==> src/rtl/clock_pkg.sv <==
// Shared time-word layout, field limits, field-select codes and the edit FSM states
// for the clock datapath: {hour[4:0], min[5:0], sec[5:0]}.
package clock_pkg;

    localparam int HOUR_W = 5;
    localparam int MIN_W  = 6;
    localparam int SEC_W  = 6;
    localparam int TIME_W = 17;

    localparam int HOUR_MAX = 23;
    localparam int MIN_MAX  = 59;
    localparam int SEC_MAX  = 59;

    localparam logic [1:0] FIELD_NONE = 2'b00;
    localparam logic [1:0] FIELD_HOUR = 2'b01;
    localparam logic [1:0] FIELD_MIN  = 2'b10;
    localparam logic [1:0] FIELD_SEC  = 2'b11;

    typedef enum logic [2:0] {
        ST_IDLE      = 3'd0,
        ST_EDIT_HOUR = 3'd1,
        ST_EDIT_MIN  = 3'd2,
        ST_EDIT_SEC  = 3'd3,
        ST_COMMIT    = 3'd4
    } state_t;

    // Any field outside its legal range becomes 0 so an edit never starts illegal.
    function automatic logic [TIME_W-1:0] sanitize_time(input logic [TIME_W-1:0] t);
        logic [HOUR_W-1:0] h;
        logic [MIN_W-1:0]  m;
        logic [SEC_W-1:0]  s;
        h = t[TIME_W-1 -: HOUR_W];
        m = t[SEC_W +: MIN_W];
        s = t[SEC_W-1:0];
        if (h > HOUR_W'(HOUR_MAX)) h = '0;
        if (m > MIN_W'(MIN_MAX))   m = '0;
        if (s > SEC_W'(SEC_MAX))   s = '0;
        return {h, m, s};
    endfunction

endpackage

==> src/rtl/time_setter_wrap_step.sv <==
// Modular +1/-1 stepper for one time field; inc and dec together leave the value alone.
module wrap_step #(
    parameter int W   = 6,
    parameter int MAX = 59
) (
    input  logic [W-1:0] value,
    input  logic         inc,
    input  logic         dec,
    output logic [W-1:0] next_value
);

    localparam logic [W-1:0] MAX_V = W'(MAX);

    always_comb begin
        next_value = value;
        if (inc && !dec) begin
            next_value = (value == MAX_V) ? '0 : value + 1'b1;
        end else if (dec && !inc) begin
            next_value = (value == '0) ? MAX_V : value - 1'b1;
        end
    end

endmodule

==> src/rtl/time_setter.sv <==
// Time-edit controller upstream of clockWork: capture, step fields, one-cycle overwrite strobe.
// Optional inactivity abort is built when EDIT_TIMEOUT_EN is defined.
module time_setter
    import clock_pkg::*;
#(
    parameter int TIMEOUT_CYCLES = 1000
) (
    input  logic                clk,
    input  logic                rst,
    input  logic                btn_mode,
    input  logic                btn_inc,
    input  logic                btn_dec,
    input  logic                btn_cancel,
    input  logic [TIME_W-1:0]   time_cur,
    output logic [TIME_W-1:0]   time_set,
    output logic                time_ow,
    output logic                editing,
    output logic [1:0]          field_sel,
    output logic [2:0]          state_dbg
);

    // Buttons are single-cycle pulses sampled on the rising edge; no handshake, no queuing.
    state_t state, state_next;

    logic [HOUR_W-1:0] hour_q, hour_step;
    logic [MIN_W-1:0]  min_q,  min_step;
    logic [SEC_W-1:0]  sec_q,  sec_step;

    logic in_edit;
    logic any_btn;
    logic timeout_hit;

    assign in_edit   = (state == ST_EDIT_HOUR) || (state == ST_EDIT_MIN) || (state == ST_EDIT_SEC);
    assign any_btn   = btn_mode | btn_inc | btn_dec | btn_cancel;
    assign time_set  = {hour_q, min_q, sec_q};
    assign state_dbg = state;

`ifdef EDIT_TIMEOUT_EN
    localparam int CNT_W = (TIMEOUT_CYCLES > 2) ? $clog2(TIMEOUT_CYCLES) : 1;
    logic [CNT_W-1:0] idle_cnt;

    always_ff @(posedge clk) begin
        if (rst) begin
            idle_cnt <= '0;
        end else if ((state == ST_IDLE && btn_mode) || (in_edit && any_btn)) begin
            idle_cnt <= '0;
        end else if (in_edit) begin
            idle_cnt <= idle_cnt + 1'b1;
        end
    end

    assign timeout_hit = in_edit && !any_btn && (idle_cnt == CNT_W'(TIMEOUT_CYCLES - 1));
`else
    // Without the timeout the edit persists; the term is constant false for any sane parameter.
    assign timeout_hit = (TIMEOUT_CYCLES < 1) && in_edit && !any_btn;
`endif

    wrap_step #(.W(HOUR_W), .MAX(HOUR_MAX)) u_hour (
        .value      (hour_q),
        .inc        (btn_inc && state == ST_EDIT_HOUR),
        .dec        (btn_dec && state == ST_EDIT_HOUR),
        .next_value (hour_step)
    );

    wrap_step #(.W(MIN_W), .MAX(MIN_MAX)) u_min (
        .value      (min_q),
        .inc        (btn_inc && state == ST_EDIT_MIN),
        .dec        (btn_dec && state == ST_EDIT_MIN),
        .next_value (min_step)
    );

    wrap_step #(.W(SEC_W), .MAX(SEC_MAX)) u_sec (
        .value      (sec_q),
        .inc        (btn_inc && state == ST_EDIT_SEC),
        .dec        (btn_dec && state == ST_EDIT_SEC),
        .next_value (sec_step)
    );

    always_ff @(posedge clk) begin
        if (rst) begin
            state <= ST_IDLE;
        end else begin
            state <= state_next;
        end
    end

    // Mode and cancel both suppress the step, so a field only moves on a lone inc/dec.
    always_ff @(posedge clk) begin
        if (rst) begin
            hour_q <= '0;
            min_q  <= '0;
            sec_q  <= '0;
        end else if (state == ST_IDLE && btn_mode) begin
            {hour_q, min_q, sec_q} <= sanitize_time(time_cur);
        end else if (in_edit && !btn_cancel && !btn_mode) begin
            hour_q <= hour_step;
            min_q  <= min_step;
            sec_q  <= sec_step;
        end
    end

    always_comb begin
        state_next = state;
        case (state)
            ST_IDLE: begin
                if (btn_mode) state_next = ST_EDIT_HOUR;
            end
            ST_EDIT_HOUR: begin
                if (btn_cancel)       state_next = ST_IDLE;
                else if (btn_mode)    state_next = ST_EDIT_MIN;
                else if (timeout_hit) state_next = ST_IDLE;
            end
            ST_EDIT_MIN: begin
                if (btn_cancel)       state_next = ST_IDLE;
                else if (btn_mode)    state_next = ST_EDIT_SEC;
                else if (timeout_hit) state_next = ST_IDLE;
            end
            ST_EDIT_SEC: begin
                if (btn_cancel)       state_next = ST_IDLE;
                else if (btn_mode)    state_next = ST_COMMIT;
                else if (timeout_hit) state_next = ST_IDLE;
            end
            ST_COMMIT: state_next = ST_IDLE;
            default:   state_next = ST_IDLE;
        endcase
    end

    always_comb begin
        time_ow   = 1'b0;
        editing   = 1'b0;
        field_sel = FIELD_NONE;
        case (state)
            ST_EDIT_HOUR: begin editing = 1'b1; field_sel = FIELD_HOUR; end
            ST_EDIT_MIN:  begin editing = 1'b1; field_sel = FIELD_MIN;  end
            ST_EDIT_SEC:  begin editing = 1'b1; field_sel = FIELD_SEC;  end
            ST_COMMIT:    time_ow = 1'b1;
            default:      ;
        endcase
    end

endmodule

==> config.mk <==
export PLATFORM = sky130hd
export DESIGN_NAME = time_setter
export DESIGN_NICKNAME = d
export VERILOG_FILES = /design/src/rtl/clock_pkg.sv /design/src/rtl/time_setter_wrap_step.sv /design/src/rtl/time_setter.sv
export SDC_FILE = /design/constraint.sdc
export NUM_CORES = 1
export LEC_CHECK = 0
export CORE_UTILIZATION = 25
export CTS_CLUSTER_SIZE = 16
export DETAILED_ROUTE_END_ITERATION = 8
export PLACE_DENSITY = 0.52
export SLEW_MARGIN = 20
export SYNTH_ARGS = -nofsm -noshare
export SYNTH_HDL_FRONTEND = slang
export SYNTH_SLANG_ARGS = --single-unit
==> constraint.sdc <==
create_clock -name clk -period 2.1 [get_ports clk]
set_input_delay 0.42 -clock clk [delete_from_list [all_inputs] [get_ports clk]]
set_output_delay 0.42 -clock clk [all_outputs]
set_load 0.02 [all_outputs]
Word level (Yosys, flattened, before mapping)
Cells that the tools add are included.
{"block": "classes", "n_lt_le_gt_ge": 3, "eq_ne": 11, "mux": 32, "n_addsub": 6, "n_reduce_logical": 38}
{"op": "$mux 6", "n": 14}
{"op": "$mux 5", "n": 7}
{"op": "$mux 3", "n": 7}
{"op": "$logic_and 1x1->1", "n": 15}
{"op": "$add 6x1->6 const B", "n": 2}
{"op": "$eq 6x6->1 const B", "n": 2}
{"op": "$gt 6x6->1 const B", "n": 2}
{"op": "$logic_not 6->1", "n": 2}
{"op": "$pmux 3 s4", "n": 1}
{"op": "$sub 6x1->6 const B", "n": 2}
{"op": "$ne 3x3->1 const B", "n": 3}
{"op": "$reduce_bool 3->1", "n": 3}
{"op": "$logic_not 1->1", "n": 8}
{"op": "$eq 3x2->1 const B", "n": 2}
{"op": "$pmux 2 s3", "n": 1}
{"op": "$reduce_and 2->1", "n": 3}
{"op": "$add 5x1->5 const B", "n": 1}
{"op": "$eq 5x5->1 const B", "n": 1}
{"op": "$gt 5x5->1 const B", "n": 1}
{"op": "$logic_not 5->1", "n": 1}
{"op": "$sub 5x1->5 const B", "n": 1}
{"op": "$reduce_and 4->1", "n": 1}
{"op": "$eq 3x1->1 const B", "n": 1}
{"op": "$eq 3x3->1 const B", "n": 1}
{"op": "other kinds (6)", "n": 8}
{"block": "totals", "output_inout_bits": 24, "wordCells": 94, "input_bits": 23, "regBits": 20}

Logic depth before layout (Yosys ltp)
Gate-level depths: netlist (run 1).
{"block": "logic_depth", "ltp_word": 8, "depth_mapped": 7, "depth_no_buf": 7}

Cells and area by module
From an unflattened synthesis (run 1), not the netlist that was laid out.
{"block": "hier_totals", "hier_cells": 291, "hier_area_um2": 2343.5}
{"mod": "time_setter", "area_per_inst_um2": 1265.0, "seq_area_each_um2": 400.4, "cells_per_inst": 139, "n_inst": 1}
{"mod": "wrap_step at u_min ...", "area_per_inst_um2": 421.7, "seq_area_each_um2": 0.0, "cells_per_inst": 58, "n_inst": 2}
{"mod": "wrap_step at u_hour", "area_per_inst_um2": 235.2, "seq_area_each_um2": 0.0, "cells_per_inst": 36, "n_inst": 1}

Least setup slack after synthesis (run 1)
OpenSTA, ideal clock, no wires.
{"block": "synth_path", "path_kind": "register -> register", "startpoint": "reg state[2] (netlist: state_dbg[2])", "endpoint": "reg hour_q[4]", "t_required_ps": 2009, "period_less_slack_ps": 1821, "setup_ps": 91, "stages_incl_launch_ff": 7, "slack_ps": 279, "arrival_ps": 1730, "n_path_buf": 1, "cell_sequence": "dfxtp_1 > buf_6 > or3b_4 > nor2_8 > a41oi_1 > or3_1 > a311oi_1"}
{"block": "synth_between", "elab_chain_len": 7, "elab_cells_between_ends": 21, "classes_between": "3 x eq/ne; 3 x mux; 15 x reduce/logical"}
{"element": "from (decl)", "line_no": "time_setter.sv:23", "text": "state_t state, state_next;"}
{"element": "from (signal assigned)", "line_no": "time_setter.sv:83", "text": "state <= state_next;"}
{"element": "$eq 3x1->1 or $eq 3x2->1 (tied branches)", "line_no": "time_setter.sv:33, time_setter.sv:60, time_setter.sv:61"}
{"element": "$logic_and 1x1->1 or $logic_or 1x1->1 (tied branches)", "line_no": "time_setter.sv:61, time_setter.sv:33"}
{"element": "$logic_not 1->1 or $logic_or 1x1->1 (tied branches)", "line_no": "time_setter_wrap_step.sv:16, time_setter.sv:33"}
{"element": "$logic_and 1x1->1 (on tied branches)", "line_no": "time_setter_wrap_step.sv:16, time_setter.sv:95"}
{"element": "$mux 5 or $logic_and 1x1->1 (tied branches)", "line_no": "time_setter_wrap_step.sv:16, time_setter.sv:95"}
{"element": "$mux 5 or $reduce_bool 2->1 (tied branches)"}
{"element": "$mux 5 or $reduce_and 2->1 (tied branches)"}
{"element": "to (signal assigned)", "line_no": "time_setter.sv:94", "text": "{hour_q, min_q, sec_q} <= sanitize_time(time_cur);"}
{"element": "to (signal assigned)", "line_no": "time_setter.sv:96", "text": "hour_q <= hour_step;"}
{"element": "to (decl)", "line_no": "time_setter.sv:25", "text": "logic [HOUR_W-1:0] hour_q, hour_step;"}
Parallel ways exist; a longest one is shown, timed or not. The select of a mux whose other input is x is not followed.
A chain may end at the register's enable or synchronous reset.

Worst setup path after layout (run 1)
{"block": "layout_path", "startpoint": "reg state[1] (netlist: state_dbg[1])", "endpoint": "out field_sel[1]"}
{"block": "layout_between", "elab_chain_len": 2, "elab_cells_between_ends": 4, "classes_between": "3 x eq/ne; 1 x mux"}
{"element": "$eq 3x2->1 or $eq 3x1->1 (tied branches)", "line_no": "time_setter.sv:132", "text": "case (state)"}
{"element": "$pmux 2 s3 (*)", "line_no": "time_setter.sv:132"}
{"element": "to (decl)", "line_no": "time_setter.sv:18", "text": "output logic [1:0] field_sel,"}
Mark *: on every way between the ends. The rest lies on a longest branch, timed or not.

==> out/summary.txt, run 1 <==
outcome: finished, final reports clean
final weighted congestion in routability-driven placement: 0.800
leading post-synthesis cells by cell area: sky130_fd_sc_hd__dfxtp_1 21%, sky130_fd_sc_hd__ha_1 5.3%, sky130_fd_sc_hd__nor2_1 5.0%
static leakage power: 0.992 nW
worst-case register-to-register setup slack: 0.26 ns
path class of the lowest-slack min-delay path: input port to flip-flop
post-place instance area: 2550 sq um
sum of buffers and inverters on the critical path: 1
initial antenna violation count: 0
flip-flop and latch count after synthesis: 20
share of layout cells above drive strength 1: 14.2%
post-synthesis net count: 273
Power Dens Cells: 582 nW/um^2
post-synthesis cell type with the largest combined area: sky130_fd_sc_hd__dfxtp_1
sequence of cells on the critical path: nor2b_1 -> clkdlybuf4s50_1
critical path launch point type: flip-flop
first-pass GRT wire length: 9550 um
Data arrival, critical path: 1.56 ns
worst skew pair latency: 0.27 ns
DR vias/cell: 5.18
maximum fanout encountered on the critical timing path: 14
largest net degree at the start of global routing: 15
Final Routed Wirelength: 5730 um
longest individual stage delay on the worst path: 0.62 ns
routed via count: 2040
total count of max-transition violations in the final report: 0
Avg WL per Cell: 14.5 um
maximum vdd ir drop: 0.285 mV
post-route cell area: 2650 sq um
Crit path max-delay family: buffers and inverters
num ports: 47
clock root buffer: sky130_fd_sc_hd__clkbuf_8
nets: 327
count of routing violations after the opening detailed-route iteration: 106
die footprint: 7910 sq um
count of hold buffers inserted by post-cts repair: 0
number of standard cells after synthesis: 242
Avg Cell Area, Syn: 7.81 sq um
critical path class: flip-flop to output port
die width: 89.0 um
starting density of the core: 25.9%
ANT cells: 0
DRC: 0
Max Cap Violations: 0
share of flip-flops with an asynchronous set or reset after synthesis: 0%
f_max: 504 MHz
share of the yosys chip area belonging to registers: 21.2%
slew at the pin with the worst max-slew slack: 0.396 ns
worst clock skew: 0.0105 ns
top cells by count, synth: 25 x sky130_fd_sc_hd__nor2_1, 20 x sky130_fd_sc_hd__dfxtp_1, 15 x sky130_fd_sc_hd__a21oi_1, 12 x sky130_fd_sc_hd__a211oi_1, 11 x sky130_fd_sc_hd__nand2_1
Tcrit/Tclk final: 94.4%
Ys Warns: 0
Worst Setup End Kind: output port
total CTS buffers: 3
Setup Fix Bufs, Post-CTS: 0
layout overhead on the synthesized area: 40.2%
number of sinks handled by clock tree synthesis: 20
height of the die: 89.0 um
Crit-path slowest cell: sky130_fd_sc_hd__clkdlybuf4s50_1
input/output buffers: 46
number of synthesized flops with an enable pin: 0
maximum count of clock buffers along a single path: 2
vias in the first global route: 1962
DPL Wire Length: 4340 um
count of H-tree levels built during CTS: 1
count of endpoints failing hold in the final timing report: 0
core area: 7290 sq um
count of endpoints failing setup in the final report: 0
unrepaired setup endpoints after global routing: no
data required time of the worst path: 1.68 ns
Top FF cell, synth: sky130_fd_sc_hd__dfxtp_1
Slew HR: 73.2%
remaining global-route overflow: 0
First-pass DRT Iterations: 4
Final min period: 1.98 ns
total track usage: 15.5%
dominant cell by count in the synthesized netlist: sky130_fd_sc_hd__nor2_1
distinct cell type count of the synthesized netlist: 55
number of rows created at floorplan: 31
clock input transition at the sequential cells of the worst setup and hold paths: 0.09 ns
netlist area before placement: 1890 sq um
fraction of post-synthesis cell area in the top cell type by area: 21.2%
Post-DRT Antenna Nets: 0
CTS tree: built
Final Util: 36.4%
==> routing by layer <==
| layer | routed length (um) | vias up | GRT usage [%] | share of wire [%] |
|---|---|---|---|---|
| met5 | 0 | - | 0 | 0 |
| met4 | 68 | 0 | 3.90 | 1.2 |
| li1 | - | 1017 | - | - |
| met3 | 256 | 8 | 3.05 | 4.5 |
| met2 | 2660 | 51 | 25.9 | 46 |
| met1 | 2750 | 964 | 20.6 | 48 |
==> per-stage QoR <==
stage	setup slack, ns	setup TNS, ns	power, mW	hold slack, ns	cells
2_1_floorplan	0.279	0	0.894	0.579	242
3_3_place_gp	-0.219	-2.86	1.14	0.557	390
3_5_place_dp	-0.266	-3.37	1.14	0.562	390
4_1_cts	0.0248	0	1.56	0.578	394
5_1_grt	0.00639	0	1.65	0.566	394
6_report	0.118	0	1.54	0.552	394
==> registers in the layout, summed over array words and instances, names as in the netlist <==
signal	count
hour_q	5
min_q	6
sec_q	6
state_dbg	3
==> where the power goes <==
part / switching [mW] / leakage [nW] / total [mW] / internal, mW
clock: 0.150 / 0.0357 / 0.405 / 0.255
combinational: 0.311 / 0.790 / 0.633 / 0.323
sequential: 0.0883 / 0.167 / 0.505 / 0.417
total: 0.549 / 0.992 / 1.54 / 0.994
==> cell type report <==
cell class,instances,area (sq um)
clock inverters,1,30.0
flip-flops and latches,20,404
fillers,810,4640
multi-input cells,193,1370
well taps,99,124
clock buffers,3,41.3
repair buffers,70,648
inverters,8,30.0
==> worst paths after layout <==
| check | endpoint | cells after the start | startpoint |
|---|---|---|---|
| setup reg to reg | sec_q[3]$_SDFFE_PP0P_ | 6 | state_dbg[0]$_SDFFE_PP0P_ |
| hold / removal | state_dbg[2]$_SDFFE_PP0P_ | 3 | btn_mode |
| hold reg to reg | hour_q[0]$_SDFFE_PP0P_ | 2 | hour_q[0]$_SDFFE_PP0P_ |
| setup / recovery | field_sel[1] | 2 | state_dbg[1]$_SDFFE_PP0P_ |
==> cell families after synthesis <==
kind of cell | synth area share [%]
AOI/OAI and AO/OA | 29.3
DFF | 21.2
buffers and inverters | 7.28
and+or+nand+nor | 29.9
adders and majority gates | 5.29
muxes | 0.529
xor gates and xnor gates | 6.49
==> worst register-to-register path, cell delays in order, from the launching register on <==
cell	delay (ns)
sky130_fd_sc_hd__dfxtp_2	0.37
sky130_fd_sc_hd__buf_4	0.19
sky130_fd_sc_hd__or3b_2	0.50
sky130_fd_sc_hd__a21oi_1	0.28
sky130_fd_sc_hd__a21oi_1	0.09
sky130_fd_sc_hd__a211oi_1	0.21
sky130_fd_sc_hd__a211oi_1	0.10
==> timing repair <==
| item | 4_1_cts | 5_1_grt |
|---|---|---|
| resized for setup | 2 | 7 |
| pin swaps | 0 | 2 |
| endpoints found under the hold margin | 0 | 0 |
| endpoints found under the setup margin | 3 | 13 |
==> cells in the final DEF (no fill, tap or decap), types with 2 or more instances in the layout <==
master / count
sky130_fd_sc_hd__dfxtp_1: 17
sky130_fd_sc_hd__nand4b_1: 2
sky130_fd_sc_hd__nor2_1: 25
sky130_fd_sc_hd__dfxtp_2: 3
sky130_fd_sc_hd__a31oi_1: 5
sky130_fd_sc_hd__o21ai_0: 8
sky130_fd_sc_hd__a311oi_1: 7
sky130_fd_sc_hd__dlymetal6s2s_1: 3
sky130_fd_sc_hd__nor3_1: 10
sky130_fd_sc_hd__and2_1: 2
sky130_fd_sc_hd__clkbuf_8: 3
sky130_fd_sc_hd__or3_1: 5
sky130_fd_sc_hd__nand2b_1: 4
sky130_fd_sc_hd__a221oi_1: 4
sky130_fd_sc_hd__xor2_1: 8
sky130_fd_sc_hd__nand2_1: 11
sky130_fd_sc_hd__a211oi_2: 2
sky130_fd_sc_hd__nor3b_1: 5
sky130_fd_sc_hd__buf_4: 24
sky130_fd_sc_hd__a211o_1: 2
sky130_fd_sc_hd__a21oi_1: 15
sky130_fd_sc_hd__nand3b_1: 2
sky130_fd_sc_hd__nand4_1: 2
sky130_fd_sc_hd__a211oi_1: 10
sky130_fd_sc_hd__inv_1: 8
sky130_fd_sc_hd__clkdlybuf4s50_1: 43
sky130_fd_sc_hd__and3_1: 2
sky130_fd_sc_hd__o2111ai_1: 2
sky130_fd_sc_hd__a32oi_1: 3
sky130_fd_sc_hd__nand3_1: 8
sky130_fd_sc_hd__ha_1: 8
sky130_fd_sc_hd__a21o_1: 2
sky130_fd_sc_hd__nor4_1: 4
sky130_fd_sc_hd__nor2b_1: 7
sky130_fd_sc_hd__a41oi_4: 2
sky130_fd_sc_hd__xnor2_1: 6
(Power assumes the default switching activity.)
==> run 2, diff against run 1 <==
--- a/config.mk
+++ b/config.mk
@@ -5,6 +5,7 @@
 export SDC_FILE = /design/constraint.sdc
 export NUM_CORES = 1
 export LEC_CHECK = 0
+export ABC_AREA = 1
 export CORE_UTILIZATION = 25
 export CTS_CLUSTER_SIZE = 16
 export DETAILED_ROUTE_END_ITERATION = 8
==> out/summary.txt, run 2 <==
Net Sw Power: 600 uW
commonest cells after routing, fill and taps aside: 89 x sky130_fd_sc_hd__nand2_1, 46 x sky130_fd_sc_hd__clkdlybuf4s50_1, 45 x sky130_fd_sc_hd__nor2_1
worst clock skew: 0.00228 ns
sequence of cells on the critical path: inv_2 -> nand2_4 -> nor2_1 -> clkdlybuf4s50_1
beginning of the worst hold path: hour_q[3]$_SDFFE_PP0P_
Avg WL per Cell: 11.8 um
remaining global-route overflow: 0
Worst Setup End Kind: output port
data required time of the worst path: 1.68 ns
share of flip-flops with an asynchronous set or reset after synthesis: 0%
Final Routed Wirelength: 5650 um
crit path setup slack, layout: 0.121 ns
number of synthesized flops with an enable pin: 0
Post-DRT Antenna Nets: 0
worst skew pair latency: 0.26 ns
count of routing violations after the opening detailed-route iteration: 67
Crit path max-delay family: buffers and inverters
CTS tree: built
total CTS buffers: 3
maximum fanout encountered on the critical timing path: 6
DR vias/cell: 4.75
Hold Path Cell Cnt: 2
DPL Wire Length: 4470 um
area taken by flip-flops and latches: 400 sq um
starting density of the core: 26.0%
Final min period: 1.98 ns
path class of the lowest-slack min-delay path: flip-flop to flip-flop
fillers: 793
capture point of the worst reg-to-reg path: sec_q[4]$_SDFFE_PP0P_
number of placed instances, taps included: 473
first-pass GRT wire length: 9160 um
critical path class: flip-flop to output port
Clock power frac: 21.0%
Tcrit/Tclk final: 94.3%
PnR Total Power: 1.47 mW
number of rows created at floorplan: 31
layout overhead on the synthesized area: 33.5%
Logic pwr share: 46.1%
vias in the first global route: 1998
final weighted congestion in routability-driven placement: 0.883
total count of max-transition violations in the final report: 0
Setup Fix Bufs, Post-CTS: 0
share of layout cells above drive strength 1: 6.35%
core area: 7330 sq um
slew at the pin with the worst max-slew slack: 0.395 ns
count of H-tree levels built during CTS: 1
count of endpoints failing hold in the final timing report: 0
placement-stage worst setup slack: 0.101 ns
num ports: 47
Final Util: 34.8%
post-route cell area: 2550 sq um
First-pass DRT Iterations: 4
count of placed standard cells in the final layout, fillers left out: 477
maximum vdd ir drop: 0.277 mV
area occupied by multi-input gates: 1320 sq um
die width: 89.4 um
largest registers: min_q: 6 flops, sec_q: 6 flops, hour_q: 5 flops
sum of buffers and inverters on the critical path: 2
ANT cells: 0
sum of negative setup slack: 0 ns
Power Dens Cells: 577 nW/um^2
critical path launch point type: flip-flop
clock input transition at the sequential cells of the worst setup and hold paths: 0.08 ns
Slew HR: 73.6%
number of standard cells after synthesis: 329
Max Cap Violations: 0
count of hold buffers inserted by post-cts repair: 0
nets: 410
input/output buffers: 46
top cells by count, synth: 89 x sky130_fd_sc_hd__nand2_1, 45 x sky130_fd_sc_hd__nor2_1, 44 x sky130_fd_sc_hd__nand3_1, 33 x sky130_fd_sc_hd__inv_1, 27 x sky130_fd_sc_hd__a21oi_1
worst-case register-to-register setup slack: 0.51 ns
post-synthesis cell type with the largest combined area: sky130_fd_sc_hd__dfxtp_1
destination of the worst hold path: hour_q[3]$_SDFFE_PP0P_
flip-flop and latch count after synthesis: 20
Ys Warns: 0
Data arrival, critical path: 1.56 ns
count of endpoints failing setup in the final report: 0
clock root buffer: sky130_fd_sc_hd__clkbuf_8
number of sinks handled by clock tree synthesis: 20
f_max: 505 MHz
Avg Cell Area, Syn: 5.80 sq um
post-place instance area: 2490 sq um
total track usage: 14.4%
dominant cell by count in the synthesized netlist: sky130_fd_sc_hd__nand2_1
static leakage power: 1.15 nW
FF-to-FF path depth: 10
netlist area before placement: 1910 sq um
switching share of total power: 40.8%
Crit-path slowest cell: sky130_fd_sc_hd__clkdlybuf4s50_1
outcome: finished, final reports clean
DRC: 0
distinct cell type count of the synthesized netlist: 29
unrepaired setup endpoints after global routing: no
die footprint: 7990 sq um
commonest non-fill, non-tap cell in the layout: sky130_fd_sc_hd__nand2_1
height of the die: 89.4 um
start of the worst register-to-register path: state_dbg[2]$_SDFFE_PP0P_
share of the yosys chip area belonging to registers: 21.0%
post-synthesis net count: 360
Top FF cell, synth: sky130_fd_sc_hd__dfxtp_1
initial antenna violation count: 0
maximum count of clock buffers along a single path: 2
largest net degree at the start of global routing: 22
leading post-synthesis cells by cell area: sky130_fd_sc_hd__dfxtp_1 21%, sky130_fd_sc_hd__nand2_1 17%, sky130_fd_sc_hd__nand3_1 12%
sequential power share: 32.9%
CTS-repair resized insts: 0
Hold Worst Slack: 0.581 ns
longest individual stage delay on the worst path: 0.61 ns
Internal Dissipation: 870 uW
fraction of post-synthesis cell area in the top cell type by area: 21.0%
routed via count: 2264
-- run 2: area by class of cell --
cell class              instances  share of cell area (%)
multi-input cells             265                    51.8
repair buffers                 52                    19.8
flip-flops and latches         20                    15.7
inverters                      37                    5.60
well taps                      99                    4.86
clock buffers                   4                    2.16
-- run 2: per-layer routing --
layer | wire [um] | global-route usage, %
met3 | 210 | 1.57
met5 | 0 | 0
met4 | 29 | 2.89
met1 | 2760 | 19.8
met2 | 2650 | 24.4
-- run 2: worst reg2reg max path, stage by stage (launching register included) --
cell                       delay (ns)
sky130_fd_sc_hd__dfxtp_1         0.34
sky130_fd_sc_hd__clkinv_2        0.13
sky130_fd_sc_hd__nand2_1         0.12
sky130_fd_sc_hd__nor2_1          0.23
sky130_fd_sc_hd__nand2_1         0.18
sky130_fd_sc_hd__nand2_1         0.12
sky130_fd_sc_hd__inv_1           0.08
sky130_fd_sc_hd__o21ai_0         0.10
sky130_fd_sc_hd__nand3_1         0.10
sky130_fd_sc_hd__nand2_1         0.06
sky130_fd_sc_hd__inv_1           0.03
-- run 2: kinds of logic after synthesis --
family	after synthesis	synth area share [%]
XOR/XNOR	8	3.67
buffers and inverters	44	9.83
adder cells (fa/ha/maj)	8	5.24
flip-flops	20	21.0
AO/OA/AOI/OAI	56	15.4
AND/OR/NAND/NOR	193	44.9
-- run 2: power by group through the flow --
stage	Sequential (mW)	Combinational, mW	Clock, mW
2_1_floorplan	0.516	0.411	0
3_3_place_gp	0.493	0.672	0
3_5_place_dp	0.492	0.674	0
4_1_cts	0.484	0.677	0.309
5_1_grt	0.493	0.758	0.324
6_report	0.484	0.678	0.308
-- run 2: how the worst max path moves through the flow --
stage,start,end,slack (ns),cells after the start
detailed placement,btn_mode,sec_q[3]$_SDFFE_PP0P_,0.10,10
finish,state_dbg[1]$_SDFFE_PP0P_,time_ow,0.12,4
global route,state_dbg[2]$_SDFFE_PP0P_,editing,0.04,4
global placement,btn_mode,sec_q[5]$_SDFFE_PP0P_,0.16,10
floorplan,state_dbg[2]$_SDFFE_PP0P_,hour_q[1]$_SDFFE_PP0P_,0.63,8
CTS,state_dbg[1]$_SDFFE_PP0P_,time_ow,0.12,4
